<file path="config.mk">
export PLATFORM = sky130hd
export DESIGN_NAME = b01_collector
export DESIGN_NICKNAME = d
export VERILOG_FILES = /design/src/rtl/b01_pkg.sv /design/src/rtl/b01_fifo.sv /design/src/rtl/b01_collector.sv
export SDC_FILE = /design/constraint.sdc
export NUM_CORES = 1
export LEC_CHECK = 0
export ABC_CLOCK_PERIOD_IN_PS = 4700
export CAP_MARGIN = 20
export CORE_MARGIN = 10
export CORE_UTILIZATION = 42
export DETAILED_ROUTE_END_ITERATION = 10
export HOLD_SLACK_MARGIN = 0.15
export MAX_ROUTING_LAYER = met4
export PLACE_DENSITY = 0.7
export SLEW_MARGIN = 0
export SYNTH_ARGS = -nofsm -noshare
export SYNTH_HDL_FRONTEND = slang
export SYNTH_SLANG_ARGS = --single-unit
</file>
<file path="constraint.sdc">
create_clock -name clock -period 4.7 [get_ports clock]
set_input_delay 0.47 -clock clock [delete_from_list [all_inputs] [get_ports clock]]
set_output_delay 0.47 -clock clock [all_outputs]
set_load 0.02 [all_outputs]
</file>
<file path="src/rtl/b01_pkg.sv">
// Shared types and default sizes for the b01 serial-result collector.
// Latency: n/a (types and constants only).
// Backpressure: n/a.
package b01_pkg;

  localparam int B01_WORD_W     = 8;
  localparam int B01_FIFO_DEPTH = 4;
  localparam int B01_CNT_W      = 8;

  // Packer state: IDLE holds no bits, FILL holds 1..WIDTH-1 bits.
  typedef enum logic {
    PK_IDLE = 1'b0,
    PK_FILL = 1'b1
  } pk_state_t;

endpackage

</file>
<file path="src/rtl/b01_fifo.sv">
// Show-ahead FIFO; head_data always presents the oldest entry.
// Latency: a push is visible at the head one cycle after the writing edge (no bypass).
// Backpressure: push is taken when not full, or when full and popped in the same cycle.
module b01_fifo #(
  parameter  int DATA_W = 9,
  parameter  int DEPTH  = 4,
  localparam int PTR_W  = $clog2(DEPTH)
) (
  input  logic              clock,
  input  logic              reset,
  input  logic              push,
  input  logic [DATA_W-1:0] push_data,
  input  logic              pop,
  output logic [DATA_W-1:0] head_data,
  output logic              full,
  output logic              empty,
  output logic [PTR_W:0]    count
);

  localparam logic [PTR_W-1:0] PTR_ONE  = PTR_W'(1);
  localparam logic [PTR_W:0]   CNT_ONE  = (PTR_W + 1)'(1);
  localparam logic [PTR_W:0]   CNT_FULL = (PTR_W + 1)'(DEPTH);

  logic [DATA_W-1:0] mem [DEPTH];
  logic [PTR_W-1:0]  wr_ptr;
  logic [PTR_W-1:0]  rd_ptr;
  logic              wr_en;
  logic              rd_en;

  assign full      = (count == CNT_FULL);
  assign empty     = (count == '0);
  assign rd_en     = pop && !empty;
  // When full, a same-cycle pop frees the slot the write pointer is aiming at.
  assign wr_en     = push && (!full || rd_en);
  assign head_data = mem[rd_ptr];

  // Storage, pointers and occupancy; storage is cleared so the head is never X.
  always_ff @(posedge clock) begin
    if (reset) begin
      wr_ptr <= '0;
      rd_ptr <= '0;
      count  <= '0;
      for (int i = 0; i < DEPTH; i++) begin
        mem[i] <= '0;
      end
    end else begin
      if (wr_en) begin
        mem[wr_ptr] <= push_data;
        wr_ptr      <= wr_ptr + PTR_ONE;
      end
      if (rd_en) begin
        rd_ptr <= rd_ptr + PTR_ONE;
      end
      unique case ({wr_en, rd_en})
        2'b10:   count <= count + CNT_ONE;
        2'b01:   count <= count - CNT_ONE;
        default: count <= count;
      endcase
    end
  end

endmodule

</file>
<file path="src/rtl/b01_collector.sv">
// Packs qualified b01 outp bits LSB-first into words with a sticky overflow tag, queued to a valid/ready port.
// Latency: the edge sampling the last bit writes the FIFO; out_valid rises the following cycle.
// Backpressure: out_ready stalls the FIFO; a word completing into a full, unpopped FIFO is dropped and counted.
import b01_pkg::*;

module b01_collector #(
  parameter int WIDTH = B01_WORD_W,
  parameter int DEPTH = B01_FIFO_DEPTH,
  parameter int CNT_W = B01_CNT_W
) (
  input  logic             clock,
  input  logic             reset,
  input  logic             outp,
  input  logic             overflw,
  input  logic             in_en,
  input  logic             flush,
  output logic             out_valid,
  input  logic             out_ready,
  output logic [WIDTH-1:0] out_data,
  output logic             out_ovf,
  output logic [CNT_W-1:0] ovf_count,
  output logic [CNT_W-1:0] drop_count,
  output logic             busy
);

  localparam int               BC_W     = $clog2(WIDTH);
  localparam logic [BC_W-1:0]  LAST_BIT = BC_W'(WIDTH - 1);
  localparam logic [BC_W-1:0]  BC_ONE   = BC_W'(1);
  localparam logic [CNT_W-1:0] CNT_MAX  = '1;
  localparam logic [CNT_W-1:0] CNT_ONE  = CNT_W'(1);

  pk_state_t        state;
  logic [BC_W-1:0]  bitcnt;
  logic [WIDTH-2:0] held_bits;
  logic             sticky;

  logic             sample;
  logic             word_done;
  logic             pop;
  logic             push_ok;
  logic             fifo_full;
  logic             fifo_empty;
  logic [WIDTH:0]   push_entry;
  logic [WIDTH:0]   head_entry;
  logic [$clog2(DEPTH):0] unused_fifo_count;

  assign sample    = in_en && !flush;
  assign word_done = sample && (bitcnt == LAST_BIT);
  assign pop       = out_valid && out_ready;
  assign push_ok   = word_done && (!fifo_full || pop);

  // Completed word: held bits plus the bit arriving now as the MSB; flag folds in the current overflw.
  assign push_entry = {sticky | overflw, outp, held_bits};

  assign out_valid = !fifo_empty;
  assign out_ovf   = head_entry[WIDTH];
  assign out_data  = head_entry[WIDTH-1:0];
  assign busy      = (state == PK_FILL);

  b01_fifo #(
    .DATA_W (WIDTH + 1),
    .DEPTH  (DEPTH)
  ) u_fifo (
    .clock     (clock),
    .reset     (reset),
    .push      (push_ok),
    .push_data (push_entry),
    .pop       (pop),
    .head_data (head_entry),
    .full      (fifo_full),
    .empty     (fifo_empty),
    .count     (unused_fifo_count)
  );

  // Packer FSM: accumulate bits, hand off on the last one, and restart on flush.
  always_ff @(posedge clock) begin
    if (reset) begin
      state     <= PK_IDLE;
      bitcnt    <= '0;
      held_bits <= '0;
      sticky    <= 1'b0;
    end else if (flush) begin
      state  <= PK_IDLE;
      bitcnt <= '0;
      sticky <= 1'b0;
    end else if (in_en) begin
      unique case (state)
        PK_IDLE: begin
          held_bits[bitcnt] <= outp;
          bitcnt            <= bitcnt + BC_ONE;
          sticky            <= overflw;
          state             <= PK_FILL;
        end
        PK_FILL: begin
          if (bitcnt == LAST_BIT) begin
            bitcnt <= '0;
            sticky <= 1'b0;
            state  <= PK_IDLE;
          end else begin
            held_bits[bitcnt] <= outp;
            bitcnt            <= bitcnt + BC_ONE;
            sticky            <= sticky | overflw;
          end
        end
        default: state <= PK_IDLE;
      endcase
    end
  end

  // Saturating statistics: sampled overflow cycles and words lost to a full FIFO.
  always_ff @(posedge clock) begin
    if (reset) begin
      ovf_count  <= '0;
      drop_count <= '0;
    end else begin
      if (sample && overflw && (ovf_count != CNT_MAX)) begin
        ovf_count <= ovf_count + CNT_ONE;
      end
      if (word_done && !push_ok && (drop_count != CNT_MAX)) begin
        drop_count <= drop_count + CNT_ONE;
      end
    end
  end

endmodule

</file>
==> results of run 1 <==
[synth_stat cells (3+ instances only)]
library cell                n
sky130_fd_sc_hd__clkbuf_1   9
sky130_fd_sc_hd__nor4b_1    3
sky130_fd_sc_hd__nand2b_1   3
sky130_fd_sc_hd__nand3_1    7
sky130_fd_sc_hd__nand2_1   12
sky130_fd_sc_hd__dfxtp_1   37
sky130_fd_sc_hd__nor2b_1    5
sky130_fd_sc_hd__a21oi_1    7
sky130_fd_sc_hd__nor3_1     5
sky130_fd_sc_hd__and2_1    32
sky130_fd_sc_hd__o21ai_0    5
sky130_fd_sc_hd__nor2_1    33
sky130_fd_sc_hd__mux2i_1   12
sky130_fd_sc_hd__edfxtp_1  36
sky130_fd_sc_hd__xor2_1     8
sky130_fd_sc_hd__buf_2      3
sky130_fd_sc_hd__mux2_2     4
sky130_fd_sc_hd__nand4_1    3
sky130_fd_sc_hd__or3_1      3
sky130_fd_sc_hd__or4_1      3
sky130_fd_sc_hd__nor4_1     6
sky130_fd_sc_hd__mux4_2     9
sky130_fd_sc_hd__inv_1      5
sky130_fd_sc_hd__ha_1       5
[metrics by stage]
stage	area [um2]	setup slack [ns]
after floorplan	3367	2.434
after global placement	3787	1.806
after detailed placement	3787	1.726
after CTS	4008	1.951
after global routing	4008	1.874
final	4008	2.016
[cells in the final DEF (no fill, tap or decap), types with 2 or more instances in the layout]
master	synthesis	layout
sky130_fd_sc_hd__nand4_1	3	3
sky130_fd_sc_hd__inv_1	5	5
sky130_fd_sc_hd__o21bai_1	2	2
sky130_fd_sc_hd__ha_1	5	5
sky130_fd_sc_hd__nor2_1	33	33
sky130_fd_sc_hd__a31oi_1	2	2
sky130_fd_sc_hd__bufinv_16	0	2
sky130_fd_sc_hd__dfxtp_1	37	37
sky130_fd_sc_hd__nand2b_1	3	3
sky130_fd_sc_hd__nand3_1	7	7
sky130_fd_sc_hd__and3b_1	2	2
sky130_fd_sc_hd__clkbuf_8	0	10
sky130_fd_sc_hd__nand2_1	12	12
sky130_fd_sc_hd__xnor2_1	2	2
sky130_fd_sc_hd__or4_1	3	3
sky130_fd_sc_hd__clkinv_2	0	2
sky130_fd_sc_hd__a31o_2	2	2
sky130_fd_sc_hd__edfxtp_1	36	36
sky130_fd_sc_hd__and2_1	32	32
sky130_fd_sc_hd__nand3b_1	2	2
sky130_fd_sc_hd__nor4b_1	3	3
sky130_fd_sc_hd__or3_1	3	3
sky130_fd_sc_hd__xor2_1	8	8
sky130_fd_sc_hd__clkdlybuf4s50_1	0	33
sky130_fd_sc_hd__nor4_1	6	6
sky130_fd_sc_hd__o21ai_0	5	5
sky130_fd_sc_hd__mux2_2	4	4
sky130_fd_sc_hd__buf_4	0	2
sky130_fd_sc_hd__nor2b_1	5	5
sky130_fd_sc_hd__or3_2	2	2
sky130_fd_sc_hd__mux4_2	9	9
sky130_fd_sc_hd__nor3_1	5	5
sky130_fd_sc_hd__mux2i_1	12	12
sky130_fd_sc_hd__a21oi_1	7	7
[cell families (layout without fill, tap and decap cells)]
family | Yosys count | in the layout | share of synthesized area, %
xor+xnor | 10 | 10 | 2.601
flops | 73 | 73 | 54.11
simple gates | 128 | 128 | 21.78
fa+ha+maj | 6 | 6 | 2.453
mux | 25 | 25 | 10.93
compound gates | 28 | 28 | 6.020
buf+inv | 18 | 56 | 2.118
[per-layer routing]
metal	track usage (%)	up-vias	share of wire, %
met4	3.810	0	0.80
li1	-	1115	-
met1	15.37	1086	49
met5	-	-	0
met2	18.57	47	45
met3	3.511	7	5.1
[critical path, stage by stage, from the launching register on]
cell and delay (ns):
sky130_fd_sc_hd__dfxtp_1 0.72, sky130_fd_sc_hd__mux4_2 0.60, sky130_fd_sc_hd__clkdlybuf4s50_1 0.56
[state kept, by name, indices dropped and copies added (netlist names), named ones only]
name           count
bitcnt             3
busy               1
drop_count         8
held_bits          7
ovf_count          8
sticky             1
u_fifo.count       3
u_fifo.mem        36
u_fifo.rd_ptr      2
u_fifo.wr_ptr      2
[area by class of cell]
cell class              instances  area share (%)
flip-flops and latches         73           45.46
multi-input cells             197           36.78
repair buffers                 35           8.617
clock buffers                  11           3.528
well taps                     102           3.185
clock inverters                 5           1.967
inverters                       5          0.4683
[worst min-delay path by stage]
stage | startpoint | slack [ns] | endpoint
floorplan | u_fifo.rd_ptr[1] | 0.48 | flop
global placement | drop_count[6] | 0.50 | drop_count[6]
detailed placement | drop_count[6] | 0.51 | drop_count[6]
CTS | drop_count[6] | 0.52 | drop_count[6]
global route | drop_count[6] | 0.57 | drop_count[6]
finish | drop_count[6] | 0.52 | drop_count[6]
[where the power goes]
part | total [uW] | leakage, uW | switching (uW) | internal (uW)
Combinational | 52.4 | 0.000596 | 30.1 | 22.3
Clock | 541 | 0.000113 | 228 | 313
Sequential | 686 | 0.000662 | 6.51 | 679
==> out/qor_table.md, run 1 <==
| Step | Parameter | This run |
|:---|:---|:---|
| pwr | Peak supply drop | 0.1714 mV |
| logic synthesis | Area share of the largest cell type after synthesis | 32.11% |
| clock tree | Clock Tree Root | sky130_fd_sc_hd__clkbuf_8 |
| routing | Number of iterations in the first detailed-routing pass | 4 |
| placement | Estimated wirelength of the detail-placed design | 4562 um |
| timing | Max transition margin | 35.29% |
| clock tree | Post-CTS repair timing setup buffer count | 0 |
| routing | DRT iter0 DRCs | 98 |
| final layout | Number of fillers in the final layout | 714 |
| timing | Total Negative Setup Slacks | 0 ns |
| routing | Antenna-violating nets left | 0 |
| floorplan | Vert. Die Dim | 109.5 um |
| global route | Vias in the first global route | 2309 |
| placement | Global placement routability congestion | 0.7749 |
| global route | Global-route wire length before repair | 11270 um |
| setup path | Path type of the worst setup path | flop to output port |
| logic synthesis | Number of nets produced by synthesis | 301 |
| clock tree | CTS tree | yes |
| setup path | Capturing element of the worst setup path | out_data[7] |
| clock tree | Number of CTS-inserted buffers | 9 |
| timing | Slew at the pin closest to its max-slew limit | 0.9687 ns |
| routing | Number of vias per cell after detailed routing | 5.269 |
| min path | Worst min path class | flop to flop |
| routing | Number of design rule violations left after detail routing | 0 |
| timing | Max Transition Viols Final | 0 |
| clock tree | Worst-Skew Late Latency | 0.34 ns |
| final layout | Share of final-layout standard cells stronger than drive strength 1 | 12.58% |
| logic synthesis | Syn avg cell area | 11.69 um2 |
| timing | Setup repair after global routing missed its margin | false |
| routing | Total vias in the final route | 2255 |
| setup path | Critical path launch point type | flop |
| pwr | Leakage power of the design | 0.001372 uW |
| clock tree | Bufs on Longest Clock Path | 2 |
| final layout | Syn-to-layout area delta | 19.03% |
| setup path | Reg-to-reg slack, setup | 2.23 ns |
| timing | Clk_skew | 0.006886 ns |
| timing | Fin Hold WS | 0.5217 ns |
| final layout | Final core occ | 51.59% |
| global route | Antenna violations before repair | 0 |
| placement | Count of buffers from port buffering | 33 |
| job | Number of maximum-capacitance constraint violations | 0 |
| logic synthesis | Largest area contributor in the synthesized netlist | sky130_fd_sc_hd__edfxtp_1 |
| logic synthesis | Yosys warning total | 0 |
| min path | Hold path depth | 2 |
| clock tree | Hold-fix buffers, CTS | 0 |
| setup path | CP arrival | 2.21 ns |
| floorplan | Count of boundary I/O pins | 34 |
| clock tree | H-tree Lvls | 3 |
| logic synthesis | Count of distinct cell types in the synthesized netlist | 50 |
| setup path | Worst r2r src | bitcnt[0] |
| clock tree | Clock input transition at the sequential cells of the worst setup and hold paths | 0.08 ns |
| final layout | Nets | 334 |
| setup path | Data required time of the worst path | 4.23 ns |
| floorplan | Die Outline Area | 12000 um2 |
| pwr | Power per cell area | 319.2 nW/um2 |
| final layout | Final antenna diode count | 0 |
| logic synthesis | Number of flops mapped to enable cells by yosys | 36 |
| logic synthesis | Cells after synthesis | 288 |
| setup path | Worst R2R End | u_fifo.mem[1][3] |
| timing | Minimum clock period | 2.684 ns |
| timing | FMAX | 372.6 MHz |
| logic synthesis | FFs w/ async S/R, synth | 0% |
| timing | Final setup fails | 0 |
| routing | Routed WL | 6591 um |
| logic synthesis | Top post-synthesis cells by area | sky130_fd_sc_hd__edfxtp_1, sky130_fd_sc_hd__dfxtp_1, sky130_fd_sc_hd__mux4_2 |
| status | Run status | finished clean |
| floorplan | Std cell rows | 32 |
| floorplan | Die width | 109.5 um |
| setup path | Worst setup EP type | output port |
| final layout | Area of all sequential standard cells | 1822 um2 |
| final layout | Final standard cell count with taps included and fillers excluded | 428 |
| setup path | R2R cell count | 5 |
| global route | Global route total overflow | 0 |
| logic synthesis | FF+latch count, synth | 73 |
| timing | Hold Violations, Final | 0 |
| pwr | Final total power | 1279 uW |
| logic synthesis | Mapped cell area | 3367 um2 |
| logic synthesis | Primary FF master, synth | sky130_fd_sc_hd__dfxtp_1 |
| timing | Final clock period utilization by the worst path | 57.10% |
| clock tree | Clk sinks | 73 |
| global route | Maximum number of pins on one net before global-route repair | 45 |
| placement | Number of placed cells counting well taps | 412 |
| routing | Routed length per placed instance | 15.40 um |
| global route | Total GRT Usage | 12.19% |
| floorplan | Area inside the core boundary | 7767 um2 |
| logic synthesis | Proportion of synthesized chip area in sequential cells | 54.11% |
| clock tree | Gates resized, CTS repair | 0 |
| floorplan | Starting density of the core | 43.35% |
| setup path | Maximum fanout count along the critical path | 9 |
| final layout | Combined area of the multi-input logic cells | 1474 um2 |
(Power assumes the default switching activity.)
==> inputs of run 2 (changes only) <==
--- a/config.mk
+++ b/config.mk
@@ -5,7 +5,7 @@
 export SDC_FILE = /design/constraint.sdc
 export NUM_CORES = 1
 export LEC_CHECK = 0
-export ABC_CLOCK_PERIOD_IN_PS = 4700
+export ABC_CLOCK_PERIOD_IN_PS = 2500
 export CAP_MARGIN = 20
 export CORE_MARGIN = 10
 export CORE_UTILIZATION = 42
==> constraint.sdc (replaced) <==
create_clock -name clock -period 2.5 [get_ports clock]
set_input_delay 0.25 -clock clock [delete_from_list [all_inputs] [get_ports clock]]
set_output_delay 0.25 -clock clock [all_outputs]
set_load 0.02 [all_outputs]
==> out/qor_table.md, run 2 (same netlist as run 1, synthesis figures left out) <==
| Step | Parameter | This run |
|:---|:---|:---|
| status | Run status | finished clean |
| pwr | Power per cell area | 562.7 nW/um2 |
| routing | Total vias in the final route | 2330 |
| setup path | Path type of the worst setup path | flop to flop |
| timing | Max Transition Viols Final | 0 |
| timing | Final setup fails | 0 |
| setup path | Data required time of the worst path | 2.77 ns |
| timing | Total Negative Setup Slacks | 0 ns |
| final layout | Leading registers by flop count | u_fifo.mem: 36 flops, drop_count: 8 flops, ovf_count: 8 flops |
| clock tree | Clock Tree Root | sky130_fd_sc_hd__clkbuf_8 |
| setup path | Critical path launch point type | flop |
| routing | Routed met3 length | 337 um |
| global route | Global route total overflow | 0 |
| final layout | Max FFs per register | 36 |
| timing | FMAX | 433.2 MHz |
| job | Number of maximum-capacitance constraint violations | 0 |
| global route | Antenna violations before repair | 0 |
| setup path | Worst r2r src | bitcnt[1] |
| clock tree | H-tree Lvls | 3 |
| floorplan | Count of boundary I/O pins | 34 |
| final layout | Area of all sequential standard cells | 1823 um2 |
| clock tree | Hold-fix buffers, CTS | 0 |
| final layout | Number of fillers in the final layout | 706 |
| setup path | Startpoint of the most critical setup path | bitcnt[1] |
| clock tree | CTS tree | yes |
| global route | Global-route wire length before repair | 11390 um |
| placement | Count of buffers from port buffering | 33 |
| min path | Worst min path class | flop to flop |
| setup path | Worst setup EP type | flop |
| final layout | Share of final-layout standard cells stronger than drive strength 1 | 15.18% |
| clock tree | Clk sinks | 73 |
| floorplan | Vert. Die Dim | 109.5 um |
| routing | Number of design rule violations left after detail routing | 0 |
| routing | Antenna-violating nets left | 0 |
| clock tree | Worst-Skew Late Latency | 0.35 ns |
| clock tree | Clock input transition at the sequential cells of the worst setup and hold paths | 0.07 ns |
| floorplan | Die width | 109.5 um |
| timing | Max transition margin | 68.63% |
| global route | Vias in the first global route | 2310 |
| min path | Hold Crit Start | sticky |
| setup path | Maximum fanout count along the critical path | 6 |
| timing | Setup repair after global routing missed its margin | false |
| final layout | Register with the most flip-flops | u_fifo.mem |
| routing | Number of iterations in the first detailed-routing pass | 4 |
| placement | Global placement routability congestion | 0.7859 |
| final layout | Leading cell types in the layout, fill and taps excluded | sky130_fd_sc_hd__dfxtp_1, sky130_fd_sc_hd__edfxtp_1, sky130_fd_sc_hd__nor2_1, sky130_fd_sc_hd__clkdlybuf4s50_1, sky130_fd_sc_hd__and2_1 |
| routing | Routed length per placed instance | 15.37 um |
| final layout | Combined area of the multi-input logic cells | 1474 um2 |
| routing | M1 WL | 3128 um |
| pwr | Leakage power of the design | 0.001404 uW |
| routing | Uppermost layer routed | met4 |
| routing | Number of vias per cell after detailed routing | 5.320 |
| pwr | Relative contribution of sequential cells to total power | 56.5% |
| timing | Clk_skew | 0.007729 ns |
| pwr | Pint | 1779 uW |
| floorplan | Starting density of the core | 43.35% |
| pwr | Switching share of total power | 21.97% |
| floorplan | Std cell rows | 32 |
| global route | Maximum number of pins on one net before global-route repair | 45 |
| routing | Routed WL | 6734 um |
| clock tree | Bufs on Longest Clock Path | 2 |
| final layout | Nets | 344 |
| routing | Met2 wire length | 3145 um |
| timing | Final clock period utilization by the worst path | 92.33% |
| clock tree | Number of CTS-inserted buffers | 9 |
| timing | Slew at the pin closest to its max-slew limit | 0.4700 ns |
| pwr | Logic pwr share | 4.6% |
| timing | Fin Hold WS | 0.5268 ns |
| floorplan | Area inside the core boundary | 7767 um2 |
| pwr | Power share of the clock group | 38.9% |
| pwr | Peak supply drop | 0.2773 mV |
| routing | DRT iter0 DRCs | 91 |
| placement | Estimated wirelength of the detail-placed design | 4618 um |
| pwr | Sw Pwr | 500.9 uW |
| global route | Total GRT Usage | 12.33% |
| final layout | Syn-to-layout area delta | 20.33% |
| setup path | CP arrival | 2.58 ns |
| floorplan | Die Outline Area | 12000 um2 |
| final layout | Final antenna diode count | 0 |
| timing | Hold Violations, Final | 0 |
| timing | Minimum clock period | 2.308 ns |
[run 2: cell types whose count changed in the layout (fill, tap and decap cells not counted)]
cell,before,now
sky130_fd_sc_hd__buf_4,2,12
sky130_fd_sc_hd__bufinv_16,2,1
sky130_fd_sc_hd__clkbuf_8,10,9
sky130_fd_sc_hd__clkinv_1,0,1
sky130_fd_sc_hd__clkinvlp_4,0,1
sky130_fd_sc_hd__dfxtp_1,37,36
sky130_fd_sc_hd__dfxtp_2,0,1
[run 2: cell type report]
cell class / instances / area share [%]
Clock buffer: 10 / 3.150
Clock inverter: 6 / 1.482
Inverter: 5 / 0.4632
Multi-Input combinational cell: 197 / 36.38
Sequential cell: 73 / 45.00
Tap cell: 102 / 3.150
Timing Repair Buffer: 45 / 10.38
[run 2: layer usage]
layer  up-vias  GRT usage [%]
met3        11          2.809
met5         -              -
met1      1142          15.20
met4         0          5.297
li1       1130              -
met2        47          19.08
[run 2: worst max-delay path, stage by stage (launching register included)]
cell                       delay [ns]
sky130_fd_sc_hd__dfxtp_2         0.34
sky130_fd_sc_hd__ha_1            0.18
sky130_fd_sc_hd__ha_1            0.21
sky130_fd_sc_hd__nand3b_1        0.17
sky130_fd_sc_hd__nor2_1          0.08
sky130_fd_sc_hd__inv_1           0.06
sky130_fd_sc_hd__ha_1            0.17
sky130_fd_sc_hd__inv_1           0.06
sky130_fd_sc_hd__fa_1            0.37
sky130_fd_sc_hd__xor2_1          0.15
sky130_fd_sc_hd__or3_1           0.30
sky130_fd_sc_hd__a21oi_1         0.14
[run 2: final timing paths]
path / end / slack (ns) / cells past startpoint
hold reg to reg: sticky / 0.53 / 2
setup / recovery: u_fifo.count[2] / 0.19 / 11
hold / removal: sticky / 0.53 / 2
setup reg to reg: u_fifo.count[2] / 0.19 / 11
[run 2: timing repair]
item,4_1_cts,5_1_grt
buffers inserted,0,1
setup endpoints to repair,0,1
resized for setup,0,1
[run 2: stage by stage]
step	setup slack, ns	util (%)	total power [uW]	std cells	cell area [um2]
final	0.1917	52.16	2280	438	4051
after floorplan	0.2461	-	1373	288	3367
after global placement	0.1452	49.63	1419	421	3855
after detailed placement	0.08112	49.63	1421	421	3855
after global routing	0.009672	52.16	2347	438	4051
after CTS	0.1344	52.05	2297	437	4043
[run 2: power by group through the flow]
stage	Combinational (uW)	Sequential [uW]	Clock [uW]
6_report	105	1290	887
5_1_grt	114	1290	943
4_1_cts	106	1290	902
3_5_place_dp	106	1320	0
3_3_place_gp	105	1310	0
2_1_floorplan	59.4	1310	0
==> inputs of run 3 (changes only) <==
--- a/config.mk
+++ b/config.mk
@@ -6,8 +6,6 @@
 export NUM_CORES = 1
 export LEC_CHECK = 0
 export ABC_CLOCK_PERIOD_IN_PS = 2500
-export CAP_MARGIN = 20
-export CORE_MARGIN = 10
 export CORE_UTILIZATION = 42
 export DETAILED_ROUTE_END_ITERATION = 10
 export HOLD_SLACK_MARGIN = 0.15
==> out/qor_table.md, run 3 (same netlist as run 1, synthesis figures left out) <==
| Step | Parameter | This run |
|:---|:---|:---|
| timing | FMAX | 428.0 MHz |
| clock tree | Worst-Skew Late Latency | 0.34 ns |
| final layout | Post-route standard cell area excluding fillers | 4058 um2 |
| routing | DRT iter0 DRCs | 151 |
| global route | Total GRT Usage | 17.05% |
| global route | Global-route layer with the greatest usage | met2 |
| timing | Setup repair after global routing missed its margin | false |
| global route | GRT met3 Usage | 3.015% |
| final layout | Nets | 342 |
| placement | Cell area after placement | 3847 um2 |
| clock tree | CTS tree | yes |
| timing | Final setup fails | 0 |
| timing | Clk_skew | 0.006739 ns |
| pwr | Logic pwr share | 4.3% |
| routing | Number of iterations in the first detailed-routing pass | 4 |
| timing | Slew at the pin closest to its max-slew limit | 0.4577 ns |
| pwr | Switching share of total power | 20.26% |
| global route | Global route total overflow | 0 |
| floorplan | Die width | 91.54 um |
| final layout | Share of final-layout standard cells stronger than drive strength 1 | 15.02% |
| timing | Minimum clock period | 2.336 ns |
| pwr | Relative contribution of sequential cells to total power | 55.0% |
| clock tree | Clock Tree Root | sky130_fd_sc_hd__clkbuf_8 |
| final layout | Leading registers by flop count | u_fifo.mem: 36 flops, drop_count: 8 flops, ovf_count: 8 flops |
| setup path | Data required time of the worst path | 2.77 ns |
| min path | Worst min path class | flop to flop |
| final layout | Final standard cell count with taps included and fillers excluded | 435 |
| routing | Routed WL | 6380 um |
| routing | Routed length per placed instance | 14.67 um |
| global route | Met1 usage in global routing | 21.58% |
| placement | Global placement routability congestion | 0.7835 |
| routing | Antenna-violating nets left | 0 |
| setup path | Path type of the worst setup path | flop to flop |
| final layout | Max FFs per register | 36 |
| final layout | Final antenna diode count | 0 |
| floorplan | Vert. Die Dim | 91.54 um |
| floorplan | Starting density of the core | 43.57% |
| routing | Number of vias per cell after detailed routing | 5.221 |
| setup path | Capturing element of the worst setup path | u_fifo.count[2] |
| setup path | R2R cell count | 11 |
| setup path | Worst setup EP type | flop |
| pwr | Pint | 1870 uW |
| final layout | Leading cell types in the layout, fill and taps excluded | sky130_fd_sc_hd__edfxtp_1, sky130_fd_sc_hd__dfxtp_1, sky130_fd_sc_hd__nor2_1, sky130_fd_sc_hd__clkdlybuf4s50_1, sky130_fd_sc_hd__and2_1 |
| setup path | Maximum fanout count along the critical path | 9 |
| timing | Hold Violations, Final | 0 |
| timing | Max Transition Viols Final | 0 |
| job | Number of maximum-capacitance constraint violations | 0 |
| pwr | Sw Pwr | 475.2 uW |
| clock tree | Clk sinks | 73 |
| status | Run status | finished clean |
| routing | Total vias in the final route | 2271 |
| placement | Number of placed cells counting well taps | 420 |
| floorplan | Area inside the core boundary | 7727 um2 |
| timing | Total Negative Setup Slacks | 0 ns |
| pwr | Power share of the clock group | 40.7% |
| pwr | Peak supply drop | 0.2401 mV |
| setup path | Worst R2R End | u_fifo.count[2] |
| global route | Global-route met2 utilization | 27.19% |
| pwr | Leakage power of the design | 0.001395 uW |
| routing | Number of design rule violations left after detail routing | 0 |
| global route | Antenna violations before repair | 0 |
| clock tree | Number of CTS-inserted buffers | 9 |
| global route | Maximum number of pins on one net before global-route repair | 45 |
| final layout | Number of fillers in the final layout | 664 |
| timing | Max transition margin | 69.49% |
| setup path | Startpoint of the most critical setup path | bitcnt[0] |
| floorplan | Die Outline Area | 8379 um2 |
| setup path | Worst r2r src | bitcnt[0] |
| global route | Vias in the first global route | 2179 |
| final layout | Most common cell after layout, fill and taps aside | sky130_fd_sc_hd__edfxtp_1 |
| final layout | Syn-to-layout area delta | 20.51% |
| pwr | Power per cell area | 577.9 nW/um2 |
| final layout | Register with the most flip-flops | u_fifo.mem |
| placement | Estimated wirelength of the detail-placed design | 4267 um |
| setup path | Critical path launch point type | flop |
| timing | Final clock period utilization by the worst path | 93.46% |
| floorplan | Std cell rows | 32 |
| placement | Count of buffers from port buffering | 33 |
| clock tree | H-tree Lvls | 3 |
| setup path | Reg-to-reg slack, setup | 0.16 ns |
| clock tree | Bufs on Longest Clock Path | 2 |
| setup path | CP arrival | 2.60 ns |
| global route | Global-route wire length before repair | 10570 um |
| floorplan | Count of boundary I/O pins | 34 |
| clock tree | Clock input transition at the sequential cells of the worst setup and hold paths | 0.07 ns |
| clock tree | Post-CTS repair timing setup buffer count | 0 |
==> run 3: cell types whose count changed in the layout (fill, tap and decap cells not counted), sizes merged <==
| cell | previous run | this run |
|---|---|---|
| clkinv | 4 | 3 |
| buf | 12 | 10 |
| clkinvlp | 1 | 0 |
| bufinv | 1 | 2 |
==> run 3: cell type report <==
class                           instances  area [um2]  share of cell area, %
Inverter                                5       18.77                 0.4625
Tap cell                              102       127.6                  3.145
Timing Repair Buffer                   43       405.4                  9.991
Sequential cell                        73        1824                  44.96
Multi-Input combinational cell        197        1483                  36.54
Clock inverter                          5       71.32                  1.758
Clock buffer                           10       127.6                  3.145
==> run 3: metrics by stage <==
stage	hold slack [ns]	util [%]	setup slack, ns	total power (uW)
CTS	0.5181	52.36	0.07286	2356
finish	0.5134	52.51	0.1636	2345
detailed placement	0.5059	49.79	0.03723	1419
global placement	0.4934	49.79	0.1397	1416
global route	0.5653	52.51	0.01288	2421
floorplan	0.3972	-	0.2461	1373
==> run 3: power by group through the flow <==
stage	combinational (uW)	sequential [uW]	clock [uW]
after floorplan	59.4	1310	0
after global placement	102	1310	0
after detailed placement	103	1320	0
after CTS	103	1290	963
after global routing	111	1290	1020
final	102	1290	954
==> run 3: repair_timing <==
action,CTS,global route
resized for setup,0,5
hold buffers,0,0
setup endpoints to repair,0,1
==> run 3: critical path, cell delays in order, from the launching register on <==
cell,delay [ns]
sky130_fd_sc_hd__dfxtp_2,0.35
sky130_fd_sc_hd__ha_1,0.21
sky130_fd_sc_hd__ha_2,0.19
sky130_fd_sc_hd__nand3b_1,0.16
sky130_fd_sc_hd__nor2_1,0.08
sky130_fd_sc_hd__inv_1,0.06
sky130_fd_sc_hd__ha_2,0.17
sky130_fd_sc_hd__inv_1,0.05
sky130_fd_sc_hd__fa_1,0.37
sky130_fd_sc_hd__xor2_1,0.16
sky130_fd_sc_hd__or3_1,0.32
sky130_fd_sc_hd__a21oi_2,0.14
==> run 3: how the worst min path moves through the flow <==
stage,depth (start not counted),slack [ns],end,startpoint
after floorplan,2,0.40,held_bits[5],outp
after global placement,2,0.49,drop_count[6],drop_count[6]
after detailed placement,2,0.51,drop_count[6],drop_count[6]
after CTS,2,0.52,drop_count[6],drop_count[6]
after global routing,2,0.57,sticky,sticky
final,2,0.51,drop_count[4],drop_count[4]
==> run 3: per-layer routing <==
layer | vias to the layer above | part of all wire [%]
met5 | - | 0
met4 | 0 | 1.2
met3 | 9 | 2.7
met2 | 37 | 49
met1 | 1090 | 47
li1 | 1135 | -
